File: src/rtl/runway_light_seq_pkg.sv
// runway_pkg: shared mode encoding and calm-phase pattern helper for runway_light_seq.
package runway_pkg;
  typedef enum logic [1:0] {
    MODE_CALM = 2'b00,
    MODE_RTL  = 2'b01,
    MODE_LTR  = 2'b10,
    MODE_GUST = 2'b11
  } mode_e;
  function automatic logic [31:0] calm_pattern(input logic phase, input int unsigned width);
    return (phase ? 32'hAAAA_AAAA : 32'h5555_5555) & (32'hFFFF_FFFF >> (32 - width));
  endfunction
endpackage

File: src/rtl/runway_light_seq_tick_prescaler.sv
// tick_prescaler: one-cycle step strobe every TICK_DIV enabled cycles; count freezes while en is low.
module tick_prescaler #(
  parameter int TICK_DIV = 1
) (
  input  logic clk,
  input  logic reset,
  input  logic en,
  output logic tick
);
  localparam int CW = TICK_DIV > 1 ? $clog2(TICK_DIV) : 1;
  logic [CW-1:0] count;
  assign tick = en && count == CW'(TICK_DIV - 1);
  always_ff @(posedge clk) begin
    if (reset) count <= '0;
    else if (tick) count <= '0;
    else if (en) count <= count + 1'b1;
  end
endmodule

File: src/rtl/runway_light_seq.sv
// runway_light_seq: wind-dependent runway lamp sequencer (calm, sweeps, gust flash).
// Define RUNWAY_TRAIL_EN to light the previous sweep lamp as a 2-lamp comet.
module runway_light_seq
  import runway_pkg::*;
#(
  parameter int N_LAMPS  = 3,
  parameter int TICK_DIV = 1
) (
  input  logic               clk,
  input  logic               reset,
  input  logic               en,
  input  logic [1:0]         w,
  output logic [N_LAMPS-1:0] out,
  output logic [1:0]         mode,
  output logic               sweep_done
);
  localparam int PW = $clog2(N_LAMPS);
`ifdef RUNWAY_TRAIL_EN
  localparam logic TRAIL = 1'b1;
`else
  localparam logic TRAIL = 1'b0;
`endif
  logic          tick;
  logic          wrap;
  logic [PW-1:0] pos;
  logic [PW-1:0] nxt;
  mode_e         cur;
  mode_e         wm;
  tick_prescaler #(.TICK_DIV(TICK_DIV)) u_tick (
    .clk  (clk),
    .reset(reset),
    .en   (en),
    .tick (tick)
  );
  // Trail only applies after a real step; a fresh mode entry shows the lead lamp alone.
  function automatic logic [N_LAMPS-1:0] pattern(input mode_e m, input logic [PW-1:0] p, input logic trail);
    logic [N_LAMPS-1:0] one;
    logic [N_LAMPS-1:0] lead;
    logic [N_LAMPS-1:0] prev;
    logic [PW-1:0]      q;
    one  = N_LAMPS'(1);
    q    = p == '0 ? PW'(N_LAMPS - 1) : p - 1'b1;
    lead = m == MODE_LTR ? one << (PW'(N_LAMPS - 1) - p) : one << p;
    prev = m == MODE_LTR ? one << (PW'(N_LAMPS - 1) - q) : one << q;
    return m == MODE_CALM ? N_LAMPS'(calm_pattern(p[0], N_LAMPS)) :
           m == MODE_GUST ? {N_LAMPS{~p[0]}} :
           lead | (trail ? prev : '0);
  endfunction
  assign wm   = mode_e'(w);
  assign wrap = pos == ((cur == MODE_CALM || cur == MODE_GUST) ? PW'(1) : PW'(N_LAMPS - 1));
  assign nxt  = wrap ? '0 : pos + 1'b1;
  assign mode = cur;
  always_ff @(posedge clk) begin
    if (reset) begin
      cur        <= MODE_CALM;
      pos        <= '0;
      out        <= pattern(MODE_CALM, '0, 1'b0);
      sweep_done <= 1'b0;
    end else if (tick && wm != cur) begin
      cur        <= wm;
      pos        <= '0;
      out        <= pattern(wm, '0, 1'b0);
      sweep_done <= 1'b0;
    end else if (tick) begin
      pos        <= nxt;
      out        <= pattern(cur, nxt, TRAIL);
      sweep_done <= wrap;
    end else begin
      sweep_done <= 1'b0;
    end
  end
endmodule

File: config.mk
export PLATFORM = sky130hd
export DESIGN_NAME = runway_light_seq
export DESIGN_NICKNAME = d
export VERILOG_FILES = /design/src/rtl/runway_light_seq_pkg.sv /design/src/rtl/runway_light_seq_tick_prescaler.sv /design/src/rtl/runway_light_seq.sv
export SDC_FILE = /design/constraint.sdc
export NUM_CORES = 1
export LEC_CHECK = 0
export ABC_AREA = 1
export CAP_MARGIN = 30
export CORE_AREA = 5 5 42 44
export DETAILED_ROUTE_END_ITERATION = 12
export DIE_AREA = 0 0 47 49
export PLACE_DENSITY = 0.76
export SYNTH_ARGS = -nofsm -noshare
export SYNTH_HDL_FRONTEND = slang
export SYNTH_SLANG_ARGS = --single-unit
File: constraint.sdc
create_clock -name clk -period 1.4 [get_ports clk]
set_input_delay 0.28 -clock clk [delete_from_list [all_inputs] [get_ports clk]]
set_output_delay 0.28 -clock clk [all_outputs]
set_load 0.01 [all_outputs]
==> key figures, run 1 <==
Run status
  • Status: complete, but fails checks
  • Failing checks: setup timing

GRT
  • Antenna violations before repair: 0
  • First-pass GRT wire length: approximately 2400 µm
  • GR Layer Usage met1: about 16%
  • GRT Total Usage: 14.46%
  • Grt ovf: 0
  • Largest net degree at the start of global routing: 6
  • Top Usage Layer GRT: met2
  • Global-route track usage on met3: between 3 and 4%
  • Vias in the first global route: between 500 and 600
  • Routing usage on met2: around 24%

Layout
  • Area growth from synthesis to final layout: 68.55%
  • Fillers: 131
  • Diodes inserted: 0
  • Final core occ: between 60% and 70%
  • Nets: ~120
  • Post-route cell area: 932.1 µm²
  • Share of layout cells above drive strength 1: 47.32%

Run
  • Max cap viols: 0

Worst setup path
  • Arr. time, crit path: 1.66 ns
  • CP endpoint kind: flip-flop
  • Critical setup path kind: flip-flop to flip-flop
  • Crit path launch type: flip-flop
  • Crit Path Max Fanout: 4
  • CP Data Required Time: 1.58 ns

Timing
  • Setup violators final: 4
  • Max frequency: 0.6733 GHz
  • Clk_skew: just under 0.007 ns
  • TNS Setup: -0.2603 ns
  • Slew @ Worst Pin: 0.3075 ns
  • Tmin final: approximately 1.5 ns
  • Final hold violation count: 0
  • Max Slew Vio Count: 0
  • Unrepaired setup endpoints after global routing: true
  • Post-route setup slack: -0.08516 ns
  • Slew margin rel.: about 79%
  • Fin crit share: 106.1%

CTS
  • TritonCTS clock tree: built
  • Clock Path Buffers: 2
  • Worst skew pair latency: about 0.28 ns
  • Clk slew on worst S/H paths: about 0.07 ns
  • Root cell of the clock tree: clkbuf_4
  • TritonCTS buffer count: 3
  • H-Tree Depth: 1
  • Hold buffer count at CTS: 0
  • CTS sink cnt: 9

Place
  • Placed standard-cell area: between 800 and 900 µm²
  • Dpl ws: -0.2053 ns
  • GP Congestion: 0.9240
  • Dpl hpwl: roughly 1100 µm
  • PortBufs: 10

Floorplan
  • Initial core utilization: approximately 40%
  • Die H: a little under 50 µm
  • Die width: approximately 47 µm
  • FP Rows: 14
  • Core footprint: 0.001401 mm²
  • I/O pin count: 11
  • Die area: approximately 0.0023 mm²

Pwr
  • Combinational fraction of design power: between 30% and 40%
  • Clk network pwr share: between 20 and 30%
  • Peak supply drop: around 0.5 mV
  • Pwr Density: between 800 and 900 mW/mm²
  • Internal: about 520 µW
  • Leakage: 0.4543 nW
  • Sw Ratio: 32.77%
  • Sequential power share: 36.4%
  • Switching pwr: around 250 µW
  • Total chip power: ~780 µW

Drt
  • Vias: just over 600
  • WL final: around 1600 µm
  • Number of DRC markers in iteration 0: 7
  • Detail Route Antenna Nets: 0
  • DRC viols: 0
  • Vias/cell: approximately 4.8
  • Drt wl/cell: approximately 13 µm
  • Detailed Routing Iterations Pass 1: 4

Yosys
  • Synth unique cells: 21
  • Number of synthesized flops with an enable pin: 0
  • Top post-synthesis cells by count: inv_1 (13), nand2_1 (12), dfxtp_1 (9), nor2_1 (9)
  • Top-area cell type share of the netlist area: around a third
  • Top-count cell post-synth: inv_1
  • Syn avg cell area: around 7.2 µm²
  • Ys flop type: dfxtp_1
  • Yosys top cell by area: dfxtp_1
  • Top cells by area, synth: dfxtp_1 (33%), ha_1 (9.0%), inv_1 (8.8%)
  • Register area share after synthesis: around a third
  • Post-Synthesis Cells: 77
  • Yosys warns: 0
  • Mapped Nets: 86
  • Post-synth ARST share: 0%
  • Synthesized area: between 500 and 600 µm²
  • Synth Register Bits: 9

Worst hold path
  • HP Class: input pin to flip-flop
-- logic make-up after synthesis --
group,Yosys count,synth area share (%)
AND/OR/NAND/NOR,34,28.51
buffers and inverters,16,10.86
AO/OA/AOI/OAI,12,15.84
flip-flops,9,32.58
adder cells (fa/ha/maj),4,9.050
XOR/XNOR,2,3.168
-- final timing paths --
path,start,endpoint,slack [ns],depth (start not counted)
worst max register to register,mode[0],out[0],-0.09,14
worst min-delay path,w[1],sweep_done,0.42,4
worst min register to register,u_tick.count,u_tick.count,0.46,2
worst max-delay path,mode[0],out[0],-0.09,14
-- metrics by stage --
step | cells | hold WS (ns)
3_3_place_gp | 120 | 0.4425
2_1_floorplan | 77 | 0.3568
3_5_place_dp | 120 | 0.4555
6_report | 128 | 0.4180
4_1_cts | 126 | 0.4652
5_1_grt | 128 | 0.4377
-- registers in the layout (all words and copies together), names as in the netlist --
register	cells
mode	2
u_tick.count	1
out	3
sweep_done	1
pos	2
-- cell usage in the layout, fill, tap and decap left out, drive strengths merged --
master	count
o2111ai	1
nand2	16
dlygate4sd2	6
or2	2
buf	21
a211oi	2
ha	4
nand4	1
clkbuf	4
dfxtp	9
clkdlybuf4s50	2
inv	16
o22ai	2
xnor2	2
nor2	9
nand3b	1
nor3	2
a21oi	2
o21ai	3
o211ai	1
a21o	1
nand3	3
dlymetal6s2s	2
-- layout make-up --
class,count,area [µm²],area share (%)
inverters,16,65.06,6.980
well taps,16,20.02,2.148
clock buffers,4,26.28,2.819
flip-flops and latches,9,187.7,20.13
multi-input cells,52,377.9,40.54
repair buffers,31,255.2,27.38
-- worst max-delay path, stage by stage, from the launching register on --
cell	delay, ns
dfxtp_4	0.36
inv_4	0.04
ha_4	0.24
inv_2	0.04
nand2_1	0.04
nand2_1	0.07
nand2_2	0.08
nand2_2	0.08
nand2_2	0.05
nand2_2	0.08
nand2_2	0.06
nand3_2	0.07
nand3_2	0.06
nand2_1	0.08
inv_1	0.03
-- power groups by stage --
| stage | Clock (mW) | Sequential, mW | Combinational, mW |
|---|---|---|---|
| 4_1_cts | 0.226 | 0.282 | 0.236 |
| 5_1_grt | 0.242 | 0.285 | 0.293 |
| 2_1_floorplan | 0 | 0.296 | 0.108 |
| 3_5_place_dp | 0 | 0.287 | 0.232 |
| 3_3_place_gp | 0 | 0.286 | 0.225 |
| 6_report | 0.223 | 0.283 | 0.270 |
-- repair_timing --
action | CTS | global route
pin swaps | 6 | 12
gates cloned | 0 | 0
endpoints found under the hold margin | 0 | 0
setup buffers | 2 | 2
gates resized for setup | 10 | 15
setup endpoints to repair | 9 | 6
-- routing by layer --
| metal | vias to the layer above | routed length, µm |
|---|---|---|
| li1 | 315 | - |
| met1 | 292 | 659 |
| met2 | 9 | 891 |
| met3 | 4 | 46 |
| met4 | 0 | 27 |
| met5 | - | 0 |
No activity file was read; power rests on OpenSTA's default activity.
==> run 2: changes to the inputs <==
Settings changed: ABC_AREA 1 to 0, CORE_AREA 5 5 42 44 to default, CORE_MARGIN from default to 5, CORE_UTILIZATION from default to 44, DIE_AREA 0 0 47 49 to default, PLACE_DENSITY 0.76 to 0.78.
==> run 2 against run 1 <==
  * First-iteration DRC count grew to 3.0 times the previous value
  * Final cell count shrank 8.6%
  * Core utilization is 7.1 points higher
  * Synthesized cell count decreased by 3.9%
  * Largest cell class unchanged
  * Maximum frequency decreased by 9.8%
  * Sequential power is essentially flat
  * Register-to-register slack worse by 0.16 ns
  * The run still ends with setup timing left
  * Die area fell by 2.9%
==> key figures, run 2 <==
Layout
  • Most common cell after layout, fill and taps aside: buf_4 (unchanged)
  • Biggest register: out (unchanged)
  • Sequential Area: 187.7 µm² (unchanged)
  • Share of layout cells above drive strength 1: 41.18% (was 47.32%)
  • Max reg flops: 3 (unchanged)
  • Diodes inserted: 0 (unchanged)
  • Fin cells: 117 (was 128)
  • Fillers: 89 (was 131)
  • Most frequent cells in the layout: buf_4 (17), nand2_1 (9), dfxtp_1 (7) (was buf_4 (21), inv_1 (10), nor2_1 (8), nand2_1 (8))
  • Area growth from synthesis to final layout: 56.65% (was 68.55%)
  • Nets: 112 (was 122)
  • Footprint of the multi-input gates: 449.2 µm² (was 377.9 µm²)

Drt
  • Drt wl/cell: 16.40 µm (was 12.70 µm)
  • DRC viols: 0 (unchanged)
  • Vias: 678 (was 620)
  • Detailed Routing Iterations Pass 1: 4 (unchanged)
  • WL final: 1919 µm (was 1625 µm)
  • Number of DRC markers in iteration 0: 21 (was 7)
  • Vias/cell: 5.795 (was 4.844)
  • Detail Route Antenna Nets: 0 (unchanged)

CTS
  • H-Tree Depth: 1 (unchanged)
  • Clock Path Buffers: 2 (unchanged)
  • TritonCTS clock tree: built (unchanged)
  • Worst skew pair latency: 0.27 ns (was 0.28 ns)
  • CTS sink cnt: 9 (unchanged)
  • Root cell of the clock tree: clkbuf_4 (unchanged)
  • Clk slew on worst S/H paths: 0.08 ns (was 0.07 ns)
  • TritonCTS buffer count: 3 (unchanged)

Run status
  • Failing checks: setup timing (unchanged)
  • Status: complete, but fails checks (unchanged)

Place
  • Dpl hpwl: 1172 µm (was 1130 µm)
  • PortBufs: 10 (unchanged)
  • Cells after DPL: 110 (was 120)
  • GP Congestion: 0.8632 (was 0.9240)

GRT
  • Vias in the first global route: 693 (was 579)
  • Antenna violations before repair: 0 (unchanged)
  • GRT Total Usage: 18.76% (was 14.46%)
  • Grt ovf: 0 (unchanged)
  • First-pass GRT wire length: 2980 µm (was 2415 µm)
  • Largest net degree at the start of global routing: 12 (was 6)

Timing
  • Final hold violation count: 0 (unchanged)
  • Slew @ Worst Pin: 0.3560 ns (was 0.3075 ns)
  • Max Slew Vio Count: 0 (unchanged)
  • Unrepaired setup endpoints after global routing: true (unchanged)
  • WHS: 0.4675 ns (was 0.4180 ns)
  • Post-route setup slack: -0.2471 ns (was -0.08516 ns)
  • Max frequency: 0.6071 GHz (was 0.6733 GHz)
  • Setup violators final: 5 (was 4)
  • Clk_skew: 0.01817 ns (was 0.006912 ns)
  • Tmin final: 1.647 ns (was 1.485 ns)
  • Fin crit share: 117.6% (was 106.1%)
  • Slew margin rel.: 76.07% (was 79.28%)

Pwr
  • Leakage: 0.3934 nW (was 0.4543 nW)
  • Total chip power: 764.5 µW (was 775.8 µW)
  • Peak supply drop: 0.7553 mV (was 0.5016 mV)
  • Pwr Density: 797.6 mW/mm² (was 832.3 mW/mm²)

Floorplan
  • Die area: 0.002236 mm² (was 0.002303 mm²)
  • Die H: 47.29 µm (was 49 µm)
  • Die width: 47.29 µm (was 47 µm)
  • Initial core utilization: 47.02% (was 39.46%)
  • FP Rows: 13 (was 14)
  • Core footprint: 0.001301 mm² (was 0.001401 mm²)
  • I/O pin count: 11 (unchanged)

Yosys
  • Number of synthesized flops with an enable pin: 0 (unchanged)
  • Yosys warns: 0 (unchanged)
  • Synthesized area: 611.8 µm² (was 553.0 µm²)
  • Mapped Nets: 83 (was 86)
  • Synth Register Bits: 9 (unchanged)
  • Register area share after synthesis: 29.45% (was 32.58%)
  • Synth unique cells: 32 (was 21)
  • Syn avg cell area: 8.268 µm² (was 7.182 µm²)
  • Top-area cell type share of the netlist area: 29.45% (was 32.58%)
  • Top post-synthesis cells by count: dfxtp_1 (9), nand2_1 (9), a21oi_1 (6) (was inv_1 (13), nand2_1 (12), dfxtp_1 (9), nor2_1 (9))
  • Top cells by area, synth: dfxtp_1 (29%), ha_1 (8.2%), nand2_1 (5.5%) (was dfxtp_1 (33%), ha_1 (9.0%), inv_1 (8.8%))
  • Post-synth ARST share: 0% (unchanged)
  • Post-Synthesis Cells: 74 (was 77)
  • Ys flop type: dfxtp_1 (unchanged)
  • Yosys top cell by area: dfxtp_1 (unchanged)

Worst setup path
  • CP Data Required Time: 1.55 ns (was 1.58 ns)
  • Arr. time, crit path: 1.80 ns (was 1.66 ns)
  • CP endpoint kind: flip-flop (unchanged)
  • Crit Path Max Fanout: 4 (unchanged)
  • Crit path launch type: flip-flop (unchanged)
  • Critical setup path kind: flip-flop to flip-flop (unchanged)

Worst hold path
  • HP Class: flip-flop to flip-flop (was input pin to flip-flop)

Run
  • Max cap viols: 0 (unchanged)
[run 2: layout make-up]
| type | instances | share of cell area, % |
|---|---|---|
| multi-input combinational | 54 | 46.87 |
| timing repair buffer | 30 | 26.63 |
| sequential | 9 | 19.58 |
| clock buffer | 4 | 2.742 |
| inverter | 5 | 2.219 |
| tap | 15 | 1.958 |
[run 2: layer usage]
| layer | up-vias | wire, µm | global-route usage [%] |
|---|---|---|---|
| met5 | - | 0 | 0 |
| met4 | 0 | 76 | 7.735 |
| met3 | 11 | 111 | 3.831 |
| met2 | 29 | 878 | 31.02 |
| met1 | 314 | 854 | 23.46 |
| li1 | 324 | - | - |
[run 2: power by group]
part           internal, mW  switching (mW)  total (mW)
Combinational         0.137           0.139       0.276
Sequential            0.270          0.0106       0.280
Clock                 0.110          0.0984       0.208
Total                 0.516           0.248       0.764
[run 2: repair_timing]
item,4_1_cts,5_1_grt
endpoints found under the setup margin,10,5
pin swaps,7,8
buffers inserted,3,0
resized for setup,14,5
hold buffers,0,0
[run 2: final timing paths]
kind | start | end | slack (ns) | cells after the start
setup / recovery | mode[0] | out[0] | -0.25 | 6
hold reg to reg | out[1] | out[1] | 0.47 | 2
setup reg to reg | mode[0] | out[0] | -0.25 | 6
hold / removal | out[1] | out[1] | 0.47 | 2
[run 2: worst max-delay path, stage by stage (launching register included)]
cell	delay [ns]
dfxtp_4	0.37
inv_4	0.04
ha_4	0.24
or4b_4	0.49
o31ai_4	0.08
nor4_2	0.08
o41ai_2	0.22
[run 2: logic make-up (layout without fill, tap and decap cells)]
group                      after synthesis  after routing  synth area share (%)
and+or+nand+nor                         25             25                 22.09
AOI/OAI and AO/OA                       23             23                 28.02
buffers and inverters                   11             39                 9.406
DFF                                      9              9                 29.45
adders and majority gates                4              4                 8.180
xor gates and xnor gates                 2              2                 2.864
[run 2: through the flow]
step,cell area (µm²),util [%],setup WS (ns),TNS (ns)
2_1_floorplan,655.6,-,-0.1819,-0.5295
3_3_place_gp,857.1,65.87,-0.3123,-1.420
3_5_place_dp,857.1,65.87,-0.3677,-1.592
4_1_cts,934.6,71.83,-0.2228,-0.6342
5_1_grt,958.4,73.65,-0.3337,-1.031
6_report,958.4,73.65,-0.2471,-0.7300
